--- config.mk ---
export PLATFORM = sky130hd
export DESIGN_NAME = adder_seq_arb
export DESIGN_NICKNAME = d
export VERILOG_FILES = /design/src/rtl/adder_seq_arb.sv
export SDC_FILE = /design/constraint.sdc
export NUM_CORES = 1
export LEC_CHECK = 0
export BUFFER_PORTS_ARGS = -buffer_cell sky130_fd_sc_hd__buf_4
export CAP_MARGIN = 20
export CORE_MARGIN = 8
export CORE_UTILIZATION = 51
export CTS_BUF_LIST = sky130_fd_sc_hd__clkbuf_2 sky130_fd_sc_hd__clkbuf_4 sky130_fd_sc_hd__clkbuf_8
export DETAILED_ROUTE_END_ITERATION = 8
export PLACE_DENSITY = 0.8
export SLEW_MARGIN = 25
export SYNTH_ARGS = -nofsm -noshare
export SYNTH_HDL_FRONTEND = slang
export SYNTH_SLANG_ARGS = --single-unit
export TNS_END_PERCENT = 50
--- constraint.sdc ---
create_clock -name clk -period 4.8 [get_ports clk]
set_clock_uncertainty 0.05 [all_clocks]
set_input_delay 0.24 -clock clk [delete_from_list [all_inputs] [get_ports clk]]
set_output_delay 0.24 -clock clk [all_outputs]
set_load 0.01 [all_outputs]
--- src/rtl/adder_seq_arb.sv ---
// Nibble-serial add sequencer with round-robin arbitration of a 4-bit adder slice.
// Optional signed overflow flag: define ADDSEQ_OVF_DETECT_EN.
module adder_seq_arb #(
  parameter int WIDTH = 16
) (
  input  logic             clk,
  input  logic             rst_n,
  input  logic             req0,
  input  logic [WIDTH-1:0] a0,
  input  logic [WIDTH-1:0] b0,
  output logic             ack0,
  input  logic             req1,
  input  logic [WIDTH-1:0] a1,
  input  logic [WIDTH-1:0] b1,
  output logic             ack1,
  output logic [3:0]       add_a,
  output logic [3:0]       add_b,
  output logic             add_cin,
  input  logic [3:0]       add_sum,
  input  logic             add_cout,
  output logic             busy,
  output logic             done,
  output logic             owner,
  output logic [WIDTH-1:0] result,
  output logic             cout,
  output logic             ovf
);

  localparam int NIB = WIDTH / 4;
  localparam int IW  = (NIB > 1) ? $clog2(NIB) : 1;

  typedef enum logic [1:0] {
    IDLE,
    RUN,
    DONE
  } state_t;

  state_t           state;
  logic             ptr;
  logic [WIDTH-1:0] op_a;
  logic [WIDTH-1:0] op_b;
  logic             carry;
  logic [IW-1:0]    idx;
  logic [IW+1:0]    base;
  logic             last;
  logic             gnt_any;
  logic             gnt_id;

  assign base = {idx, 2'b00};
  assign last = (idx == IW'(NIB - 1));

  // ptr high means requester 1 wins a tie
  always_comb begin
    gnt_any = req0 | req1;
    gnt_id  = req1 & (~req0 | ptr);
  end

  // Slice operands only leave the block while a nibble is in flight
  always_comb begin
    add_a   = '0;
    add_b   = '0;
    add_cin = 1'b0;
    if (state == RUN) begin
      add_a   = op_a[base +: 4];
      add_b   = op_b[base +: 4];
      add_cin = carry;
    end
  end

  // Arbitration, nibble sequencing and result capture
  always_ff @(posedge clk or negedge rst_n) begin
    if (!rst_n) begin
      state  <= IDLE;
      ptr    <= 1'b0;
      op_a   <= '0;
      op_b   <= '0;
      carry  <= 1'b0;
      idx    <= '0;
      busy   <= 1'b0;
      done   <= 1'b0;
      ack0   <= 1'b0;
      ack1   <= 1'b0;
      owner  <= 1'b0;
      result <= '0;
      cout   <= 1'b0;
    end else begin
      done <= 1'b0;
      ack0 <= 1'b0;
      ack1 <= 1'b0;
      unique case (state)
        IDLE: begin
          if (gnt_any) begin
            owner <= gnt_id;
            ptr   <= ~gnt_id;
            op_a  <= gnt_id ? a1 : a0;
            op_b  <= gnt_id ? b1 : b0;
            carry <= 1'b0;
            idx   <= '0;
            busy  <= 1'b1;
            state <= RUN;
          end
        end
        RUN: begin
          result[base +: 4] <= add_sum;
          carry <= add_cout;
          idx   <= idx + 1'b1;
          if (last) begin
            cout  <= add_cout;
            done  <= 1'b1;
            ack0  <= ~owner;
            ack1  <= owner;
            state <= DONE;
          end
        end
        DONE: begin
          busy  <= 1'b0;
          state <= IDLE;
        end
        default: state <= IDLE;
      endcase
    end
  end

`ifdef ADDSEQ_OVF_DETECT_EN
  // Two's-complement overflow, captured with the final carry
  always_ff @(posedge clk or negedge rst_n) begin
    if (!rst_n) begin
      ovf <= 1'b0;
    end else if (state == RUN && last) begin
      ovf <= (op_a[WIDTH-1] == op_b[WIDTH-1]) &&
             (add_sum[3] != op_a[WIDTH-1]);
    end
  end
`else
  assign ovf = 1'b0;
`endif

endmodule

==> metrics.csv <==
metric;value;unit
Setup CP Type;register to register;
fmax;397;MHz
Final Hold Fails;0;
antenna violations before repair;0;
Worst-Skew Late Latency;0.33;ns
CP cell instances;inv_1, ha_1, nand2_1, nor4_1, a22o_1;
Multi-input gate area;0.00120;sq mm
Post-route DRC;0;
Net Count, Synth;371;
DR WL met3;568;microns
crit path buf inv count;1;
wire per inst;16.7;microns
Longest Clk Path Bufs;2;
synthesized area;0.00309;sq mm
WL met2;3720;microns
critical path launch point type;register;
1st-pass router iterations;4;
Fin Hold WS;0.0852;ns
Initial Util;52.5;%
Synth Instances;293;
minimum clock period;2.52;ns
Post-synth EDFFs;0;
largest net degree at the start of global routing;61;
ys async rst share;100;%
pwr/cell area;608;mW/mm^2
ranking of synthesized cells by area;dfrtp_1 (49%), o221ai_1 (9.1%), inv_1 (8.4%);
most common flop cell mapped by yosys;dfrtp_1;
Commonest cells post-synth;inv_1 (69), dfrtp_1 (60), o221ai_1 (32);
DR top layer;met4;
Peak VDD IR;308;uV
CP top delay family;flip-flops;
Synth Warn #;0;
Avg Vias per Cell;5.41;
syn avg cell area;10.5;sq um
Seq cells post-synth;60;
Net count, final;468;
vias in the first global route;2792;
Worst Path Required;5.02;ns
Critical Path Max Stage Delay;0.84;ns
Pins Over Slew Limit;0;
share of layout cells above drive strength 1;33.9;%
Die W;93.8;microns
met1 WL;3390;microns
DIE AREA;0.00880;sq mm
Setup TNS;0;ns
wire length of the first global-routing pass;13100;microns
actual slew at the worst max-slew pin;0.761;ns
Arr. time, crit path;2.73;ns
outcome;completed;
unrepaired setup endpoints after global routing;false;
FF+latch area;0.00150;sq mm
ant diodes;0;
total track usage;18.6;%
vias;2545;
register area share after synthesis;48.6;%
CTS buffer count;9;
clk sinks;60;
leading area contributor after synthesis;dfrtp_1;
DP Worst Slack;2.28;ns
Max-cap violations;0;
top-area cell type share of the netlist area;48.6;%
Tcrit/Tclk final;52.4;%
core area;0.00589;sq mm
DR iter-0 viols;128;
Die Y;93.8;microns
IO Pins;105;
synth unique cells;33;
FILL cells;472;
Hold Crit Class;input pin to register;
root buffer cell;clkbuf_8;
GRT overflow;0;
Port-buffer cells;103;
htree depth;3;
Final setup violation count;0;
gpl congestion;0.796;
worst relative slew slack;49.2;%
Routed Antenna Nets;0;
PnR worst setup slack;2.28;ns
most frequent cell after synthesis;inv_1;
Critical Path Slowest Stage Cell;dfrtp_1;
Clock transition at path regs;0.06;ns
hpwl dp;5730;microns
CTS tree;done;
drt total wl;7830;microns
Synth-to-Final Area Change;30.9;%
Worst setup EP type;register;
row cnt;28;
Leak;0.00215;uW
crit-path max FO;16;
cells by family after synthesis:
logic type | after synthesis | synth area share, %
AND/OR/NAND/NOR | 42 | 9.44
multiplexers | 9 | 6.69
buffers and inverters | 88 | 12.9
AO/OA/AOI/OAI | 88 | 20.2
other | 1 | 0.121
adder cells (fa/ha/maj) | 5 | 2.03
flip-flops | 60 | 48.6
worst reg2reg max path, delay by kind of cell, from the launching register on:
family                     cells  cell delay (ns)
AOI/OAI and AO/OA              1             0.21
adders and majority gates      1             0.56
and+or+nand+nor                2             0.49
DFF                            1             0.84
buffers and inverters          1             0.30
metrics by stage:
stage	instance area (sq um)	util, %	cells	total power, uW
floorplan	3090	-	293	1650
global placement	3820	65.0	453	1970
detailed placement	3830	65.2	453	2020
CTS	4040	68.7	470	2480
global route	4040	68.7	470	2620
finish	4040	68.7	470	2460
state kept, by name (all words and copies together) (netlist names):
register / cells
ack0: 1
ack1: 1
busy: 1
carry: 1
cout: 1
done: 1
idx: 2
op_a: 16
op_b: 16
owner: 1
ptr: 1
result: 16
state: 2
cell usage in the layout, fill, tap and decap left out, drive strengths merged, types with 5 or more instances in the layout:
cell type  count
clkbuf        14
inv           69
buf          104
and2           9
o221ai        32
ha             5
o21ai         38
a22o          15
mux4           8
nor2           6
nand2         11
dfrtp         60
nand3b         5
routing by layer:
metal / vias to the layer above / global-route usage (%)
met4: 0 / 8.19
met5: - / 0
met1: 1228 / 22.8
li1: 1217 / -
met2: 89 / 29.5
met3: 11 / 5.52
repair_timing:
action,in CTS,in global routing
hold buffers,1,0
gates resized for setup,0,0
endpoints found under the hold margin,60,0
setup buffers,0,0
setup endpoints to repair,0,0
report_power, final:
| part | switching, uW | leakage (uW) | internal, uW | total, uW |
|---|---|---|---|---|
| Sequential | 172 | 0.000765 | 733 | 905 |
| Combinational | 537 | 0.00128 | 557 | 1090 |
| Clock | 189 | 0.000106 | 269 | 457 |
| Total | 898 | 0.00215 | 1560 | 2460 |
worst paths after layout:
path / endpoint / from / slack, ns / depth (start not counted)
worst max-delay path: result[7]$_DFFE_PN0P_ / idx[0]$_DFFE_PN0P_ / 2.28 / 5
worst min-delay path: carry$_DFFE_PN0P_ / add_cout / 0.09 / 3
worst max register to register: result[7]$_DFFE_PN0P_ / idx[0]$_DFFE_PN0P_ / 2.28 / 5
worst min register to register: ack0$_DFF_PN0_ / owner$_DFFE_PN0P_ / 0.44 / 1
max in group asynchronous: op_b[3]$_DFFE_PN0P_ / rst_n / 3.73 / 2
min in group asynchronous: op_b[4]$_DFFE_PN0P_ / rst_n / 0.45 / 2
final cells by class:
type	instances	area share (%)
multi-input cells	145	29.7
repair buffers	105	19.6
well taps	75	2.32
flip-flops and latches	60	37.2
clock inverters	2	0.867
inverters	69	6.41
clock buffers	14	3.99
Note: power is estimated with default switching activity, not from simulation.
